$ cat config.mk
export PLATFORM = sky130hd
export DESIGN_NAME = cam_match_array_flat
export DESIGN_NICKNAME = d
export VERILOG_FILES = /design/src/rtl/cam_match_if.sv /design/src/rtl/cam_match_array.sv /design/src/flat_wrapper.sv
export SDC_FILE = /design/constraint.sdc
export NUM_CORES = 1
export LEC_CHECK = 0
export BUFFER_PORTS_ARGS = -buffer_cell sky130_fd_sc_hd__buf_2
export CAP_MARGIN = 10
export CORE_MARGIN = 3
export CORE_UTILIZATION = 51
export CTS_CLUSTER_DIAMETER = 200
export CTS_CLUSTER_SIZE = 24
export DETAILED_ROUTE_END_ITERATION = 10
export PLACE_DENSITY = 0.75
export SYNTH_ARGS = -nofsm -noshare
export SYNTH_HDL_FRONTEND = slang
export SYNTH_SLANG_ARGS = --single-unit
$ cat constraint.sdc
create_clock -name clk -period 4 [get_ports clk]
set_clock_uncertainty 0.05 [all_clocks]
set_input_delay 0.4 -clock clk [delete_from_list [all_inputs] [get_ports clk]]
set_output_delay 0.4 -clock clk [all_outputs]
set_load 0.05 [all_outputs]
$ cat src/rtl/cam_match_if.sv
// Bus bundle for the CAM storage/compare stage: insert, delete, search,
// flush control and the status/result signals returned by the array.
interface cam_match_if #(
  parameter int DEPTH     = 4,
  parameter int KEY_WIDTH = 32
);
  localparam int AW = $clog2(DEPTH);
  localparam int OW = $clog2(DEPTH + 1);

  // insert channel
  logic                 ins_en;
  logic [KEY_WIDTH-1:0] ins_key;
  logic                 ins_ready;
  logic                 ins_done;
  logic [AW-1:0]        ins_addr;

  // delete channel
  logic                 del_en;
  logic [AW-1:0]        del_addr;

  // flush sweep request
  logic                 flush;

  // search channel
  logic                 search_en;
  logic [KEY_WIDTH-1:0] search_key;
  logic [DEPTH-1:0]     match_lines;
  logic                 match_valid;

  // status
  logic [OW-1:0]        occupancy;
  logic                 full;
  logic                 empty;
  logic                 busy;

  modport master (
    output ins_en, ins_key, del_en, del_addr, flush, search_en, search_key,
    input  ins_ready, ins_done, ins_addr, match_lines, match_valid,
           occupancy, full, empty, busy
  );

  modport slave (
    input  ins_en, ins_key, del_en, del_addr, flush, search_en, search_key,
    output ins_ready, ins_done, ins_addr, match_lines, match_valid,
           occupancy, full, empty, busy
  );
endinterface

$ cat src/rtl/cam_match_array.sv
// CAM storage-and-compare stage. Holds DEPTH keys with per-entry valid bits,
// inserts into the lowest free entry, deletes by address, sweeps the array
// clean on flush, and registers a parallel match-line vector per search.
// All state updates read the pre-edge contents, so a search, insert and
// delete issued together all see the array as it was before that edge.
module cam_match_array #(
  parameter int DEPTH     = 4,
  parameter int KEY_WIDTH = 32
) (
  input  logic        clk,
  input  logic        rst_n,
  cam_match_if.slave  bus
);
  localparam int AW = $clog2(DEPTH);
  localparam int OW = $clog2(DEPTH + 1);

  localparam logic [0:0] ST_IDLE  = 1'b0;
  localparam logic [0:0] ST_FLUSH = 1'b1;

  logic [0:0]           state_reg;
  logic [DEPTH-1:0]     valid_reg;
  logic [DEPTH-1:0]     valid_next;
  logic [KEY_WIDTH-1:0] key_mem [DEPTH];
  logic [OW-1:0]        occupancy_reg;
  logic [OW-1:0]        occupancy_next;
  logic [AW-1:0]        flush_idx_reg;
  logic [DEPTH-1:0]     match_lines_reg;
  logic                 match_valid_reg;
  logic                 ins_done_reg;
  logic [AW-1:0]        ins_addr_reg;

  logic                 idle;
  logic                 full_w;
  logic                 empty_w;
  logic                 ready_w;
  logic                 ins_acc;
  logic                 del_eff;
  logic                 flush_clr;
  logic                 search_acc;
  logic [AW-1:0]        free_idx;
  logic [DEPTH-1:0]     hit;

  // Status is derived from registered state only, so a delete issued in the
  // same cycle cannot unblock an insert into a full array.
  assign idle       = (state_reg == ST_IDLE);
  assign full_w     = (occupancy_reg == OW'(DEPTH));
  assign empty_w    = (occupancy_reg == '0);
  assign ready_w    = idle && !full_w;
  assign ins_acc    = ready_w && bus.ins_en;
  assign search_acc = idle && bus.search_en;
  // A delete only counts if it hits a currently valid entry.
  assign del_eff    = idle && bus.del_en && valid_reg[bus.del_addr];
  // During the sweep, the occupancy drops only when the swept entry was live.
  assign flush_clr  = !idle && valid_reg[flush_idx_reg];

  // Parallel compare of every stored key against the search key.
  generate
    for (genvar gi = 0; gi < DEPTH; gi++) begin : g_cmp
      assign hit[gi] = valid_reg[gi] && (key_mem[gi] == bus.search_key);
    end
  endgenerate

  // Lowest-index free entry, taken from the pre-delete valid bits.
  always_comb begin
    free_idx = '0;
    for (int i = DEPTH - 1; i >= 0; i--) begin
      if (!valid_reg[i]) free_idx = AW'(i);
    end
  end

  // Next valid vector: delete clears first, insert sets; the sweep clears one.
  always_comb begin
    valid_next = valid_reg;
    if (idle) begin
      if (bus.del_en) valid_next[bus.del_addr] = 1'b0;
      if (ins_acc)    valid_next[free_idx]     = 1'b1;
    end else begin
      valid_next[flush_idx_reg] = 1'b0;
    end
  end

  // Occupancy tracks the valid-bit population incrementally.
  always_comb begin
    occupancy_next = occupancy_reg + OW'(ins_acc) - OW'(del_eff || flush_clr);
  end

  // Control state, valid bits, counters and registered outputs.
  always_ff @(posedge clk) begin
    if (!rst_n) begin
      state_reg       <= ST_IDLE;
      valid_reg       <= '0;
      occupancy_reg   <= '0;
      flush_idx_reg   <= '0;
      match_lines_reg <= '0;
      match_valid_reg <= 1'b0;
      ins_done_reg    <= 1'b0;
      ins_addr_reg    <= '0;
    end else begin
      valid_reg       <= valid_next;
      occupancy_reg   <= occupancy_next;
      ins_done_reg    <= ins_acc;
      match_valid_reg <= search_acc;
      match_lines_reg <= search_acc ? hit : '0;
      if (ins_acc) ins_addr_reg <= free_idx;
      if (idle) begin
        if (bus.flush) begin
          state_reg     <= ST_FLUSH;
          flush_idx_reg <= '0;
        end
      end else if (flush_idx_reg == AW'(DEPTH - 1)) begin
        state_reg     <= ST_IDLE;
        flush_idx_reg <= '0;
      end else begin
        flush_idx_reg <= flush_idx_reg + 1'b1;
      end
    end
  end

  // Key storage is never reset; validity alone decides whether a key counts.
  always_ff @(posedge clk) begin
    if (rst_n && ins_acc) key_mem[free_idx] <= bus.ins_key;
  end

  assign bus.ins_ready   = ready_w;
  assign bus.ins_done    = ins_done_reg;
  assign bus.ins_addr    = ins_addr_reg;
  assign bus.match_lines = match_lines_reg;
  assign bus.match_valid = match_valid_reg;
  assign bus.occupancy   = occupancy_reg;
  assign bus.full        = full_w;
  assign bus.empty       = empty_w;
  assign bus.busy        = !idle;
endmodule

$ cat src/flat_wrapper.sv
// flat-port wrapper written by rule: the top's interface ports become plain ports
module cam_match_array_flat 
#(
  parameter int DEPTH     = 4,
  parameter int KEY_WIDTH = 32
)
  (clk, rst_n, bus_ins_en, bus_ins_key, bus_del_en, bus_del_addr, bus_flush, bus_search_en, bus_search_key, bus_ins_ready, bus_ins_done, bus_ins_addr, bus_match_lines, bus_match_valid, bus_occupancy, bus_full, bus_empty, bus_busy);
  cam_match_if #(.DEPTH(DEPTH), .KEY_WIDTH(KEY_WIDTH)) bus_i ();
  input  logic clk;
  input  logic rst_n;
  input wire logic [$bits(bus_i.ins_en)-1:0] bus_ins_en;
  input wire logic [$bits(bus_i.ins_key)-1:0] bus_ins_key;
  input wire logic [$bits(bus_i.del_en)-1:0] bus_del_en;
  input wire logic [$bits(bus_i.del_addr)-1:0] bus_del_addr;
  input wire logic [$bits(bus_i.flush)-1:0] bus_flush;
  input wire logic [$bits(bus_i.search_en)-1:0] bus_search_en;
  input wire logic [$bits(bus_i.search_key)-1:0] bus_search_key;
  output wire logic [$bits(bus_i.ins_ready)-1:0] bus_ins_ready;
  output wire logic [$bits(bus_i.ins_done)-1:0] bus_ins_done;
  output wire logic [$bits(bus_i.ins_addr)-1:0] bus_ins_addr;
  output wire logic [$bits(bus_i.match_lines)-1:0] bus_match_lines;
  output wire logic [$bits(bus_i.match_valid)-1:0] bus_match_valid;
  output wire logic [$bits(bus_i.occupancy)-1:0] bus_occupancy;
  output wire logic [$bits(bus_i.full)-1:0] bus_full;
  output wire logic [$bits(bus_i.empty)-1:0] bus_empty;
  output wire logic [$bits(bus_i.busy)-1:0] bus_busy;
  assign bus_i.ins_en = bus_ins_en;
  assign bus_i.ins_key = bus_ins_key;
  assign bus_i.del_en = bus_del_en;
  assign bus_i.del_addr = bus_del_addr;
  assign bus_i.flush = bus_flush;
  assign bus_i.search_en = bus_search_en;
  assign bus_i.search_key = bus_search_key;
  assign bus_ins_ready = bus_i.ins_ready;
  assign bus_ins_done = bus_i.ins_done;
  assign bus_ins_addr = bus_i.ins_addr;
  assign bus_match_lines = bus_i.match_lines;
  assign bus_match_valid = bus_i.match_valid;
  assign bus_occupancy = bus_i.occupancy;
  assign bus_full = bus_i.full;
  assign bus_empty = bus_i.empty;
  assign bus_busy = bus_i.busy;
  cam_match_array #(.DEPTH(DEPTH), .KEY_WIDTH(KEY_WIDTH)) u_core (.clk(clk), .rst_n(rst_n), .bus(bus_i));
endmodule
==> results.py <==
metrics = {
    "outcome": {
        "status": "finished, final reports clean",
    },
    "grt": {
        "grt_usage_pct": 20.3,
        "antenna_found_initial": 0,
        "top_usage_layer": "met2",
        "grt_max_degree": 33,
        "grt_pass1_vias": 3626,
        "met1_usage_pct": 27.0,
        "grt_pass1_wl_um": 19700,
        "use_met3_pct": 5.27,
        "grt_overflow_total": 0,
        "grtUsageMet2_pct": 33.5,
    },
    "die": {
        "fp.dieH_um": 116,
        "die_x_um": 116,
        "io_pins": 87,
        "die_area_um2": 13500,
        "initial_core_util_pct": 53.1,
        "coreArea_um2": 11600,
        "num_rows": 39,
    },
    "final_layout": {
        "layout.area.seq_um2": 4200,
        "fill_cells": 857,
        "antenna_cells": 0,
        "fin_util_pct": 63.6,
        "drive_gt1_share_pct": 23.6,
        "design_area_um2": 7390,
        "multiInputGateArea_um2": 1930,
        "mostFrequentLayoutCell": "edfxtp_1",
        "num-nets-final": 589,
        "largest_register_ffs": 128,
        "final_cell_mix": "edfxtp_1 (128), xor2_1 (123), buf_2 (86), nor4_1 (30), dfxtp_1 (18)",
        "synthToLayoutAreaGrowth_pct": 19.7,
    },
    "critical_path": {
        "crit_arrival_ns": 2.70,
        "cpMaxStageDelayCell": "nor3b_2",
        "regToRegSetupSlack_ns": 1.33,
        "worst_setup_path_end_kind": "register",
        "worstSetupPathType": "reg2reg",
        "cp.buffers_inverters": 1,
        "cp_top_family": "simple AND/OR/NAND/NOR gates",
        "reg2reg_from": "u_core.bus.busy",
        "worstPathCellList": "nor3b_2 > nand2_1 > a21oi_4 > buf_4",
        "cp_max_fo": 21,
        "crit_start": "u_core.bus.busy",
        "slowest_delay_ns": 0.65,
        "worstPathRequired_ns": 4.03,
        "cp-start-kind": "register",
    },
    "routing": {
        "drtPass1Iterations": 4,
        "drtIter0Drc": 302,
        "detail-route-antenna-nets": 0,
        "wl_per_cell_um": 19.6,
        "drt-total-wl_um": 13000,
        "vias_per_cell": 5.36,
        "post-route-drc-count": 0,
        "num_vias": 3566,
    },
    "timing": {
        "min_period_over_period_pct": 66.7,
        "max_freq_mhz": 375,
        "tns_ns": 0,
        "setup_viol": 0,
        "tightestPinTransition_ns": 0.665,
        "slew_headroom_pct": 55.5,
        "final-hold-violation-count": 0,
        "fin_crit_ns": 2.67,
        "slew_viol_final": 0,
        "rsz0062_at_grt": "no",
    },
    "min_path": {
        "hp-class": "in2reg",
        "holdCritStartpoint": "bus_ins_key[1]",
    },
    "placement": {
        "dpl.hpwl_um": 9470,
        "postPlaceCellArea_um2": 6820,
        "portBuffers": 86,
        "place.gp.congestion": 0.838,
    },
    "logic_synthesis": {
        "yosysWarnings": 0,
        "ys_seq_elements": 146,
        "ys_seq_area_share_pct": 68.1,
        "synth_nets": 486,
        "synth.distinct_cells": 34,
        "postSynthCellCount": 407,
        "synth_area_per_cell_um2": 15.2,
        "synth_area_um2": 6170,
    },
    "cts": {
        "htree_levels": 4,
        "clkLatencyLatePin_ns": 0.40,
        "root_buffer": "clkbuf_16",
        "clk_pin_slew_ns": 0.06,
        "cts.repair.resized": 0,
        "cts_sinks": 146,
        "numCtsBuffers": 17,
        "clock_path_buffers": 2,
        "cts_hold_buffers": 0,
        "post_cts_buffers": 0,
        "tritoncts": "yes",
    },
    "power_and_ir_drop": {
        "power_leakage_nw": 2.73,
        "power_mw": 3.70,
        "powerDensity_nw_per_um2": 501,
        "irDropWorstVdd_mv": 0.448,
    },
    "run": {
        "drv_cap": 0,
    },
}
cells in the mapped netlist:
| master | instances | area [um2] |
|---|---|---|
| fa_1 | 1 | 20.0 |
| nor2_1 | 6 | 22.5 |
| nor3_1 | 6 | 30.0 |
| clkbuf_1 | 5 | 18.8 |
| or4_1 | 1 | 7.51 |
| nand4_1 | 5 | 31.3 |
| xnor2_1 | 6 | 52.6 |
| xor2_1 | 123 | 1080 |
| nor3b_2 | 1 | 12.5 |
| edfxtp_1 | 128 | 3840 |
| a221oi_1 | 1 | 8.76 |
| a21boi_0 | 2 | 15.0 |
| inv_1 | 10 | 37.5 |
| a21oi_1 | 7 | 35.0 |
| nand3b_1 | 2 | 15.0 |
| o21ai_0 | 5 | 25.0 |
| or3_1 | 1 | 6.26 |
| mux4_2 | 2 | 45.0 |
| nor2b_1 | 5 | 31.3 |
| buf_2 | 1 | 5.00 |
| nor4b_1 | 1 | 8.76 |
| nand2_1 | 8 | 30.0 |
| nor4_1 | 30 | 188 |
| and2_1 | 3 | 18.8 |
| nor4bb_1 | 1 | 10.0 |
| nand2b_1 | 4 | 25.0 |
| nor3b_1 | 2 | 15.0 |
| dfxtp_1 | 18 | 360 |
| a211o_1 | 1 | 8.76 |
| nand3_1 | 11 | 55.1 |
| nor4_2 | 1 | 12.5 |
| mux2i_1 | 1 | 10.0 |
| a22oi_1 | 2 | 15.0 |
| ha_1 | 6 | 75.1 |
final cells by class:
class	instances	area share, %
Inverter	10	0.508
Clock buffer	21	5.96
Multi-Input combinational cell	245	26.2
Sequential cell	146	56.9
Timing Repair Buffer	90	6.23
Tap cell	143	2.42
Clock inverter	10	1.81
per-stage QoR:
stage / instances / hold WS, ns / setup slack, ns
floorplan: 407 / 0.443 / 0.0964
global placement: 634 / 0.416 / 1.31
detailed placement: 634 / 0.428 / 1.27
CTS: 665 / 0.142 / 1.30
global route: 665 / 0.150 / 1.13
finish: 665 / 0.156 / 1.33
layer usage:
metal	routed length, um	part of all wire, %
met5	0	0
met4	173	1.3
met3	859	6.6
met2	6460	50
met1	5530	42
cell families after synthesis:
family	synth area share [%]
muxes	0.892
and+or+nand+nor	8.41
xor gates and xnor gates	18.3
DFF	68.1
buffers and inverters	0.993
adders and majority gates	1.54
AOI/OAI and AO/OA	1.74
path summary, 6_finish.rpt:
kind,cells past startpoint,endpoint
worst max-delay path,4,u_core.key_mem[0][12]
worst min-delay path,1,u_core.key_mem[1][1]
worst max register to register,4,u_core.key_mem[0][12]
worst min register to register,2,u_core.bus.ins_addr[0]
power by group:
part           switching, mW  internal, mW  total (mW)
logic                  0.267         0.137       0.405
clock network          0.565         0.974        1.54
registers             0.0419          1.72        1.76
worst register-to-register path, stage by stage, from the launching register on:
cell and delay, ns:
dfxtp_1 0.48, nor3b_2 0.65, nand2_1 0.31, a21oi_4 0.45, buf_4 0.40
Note: power is estimated with default switching activity, not from simulation.
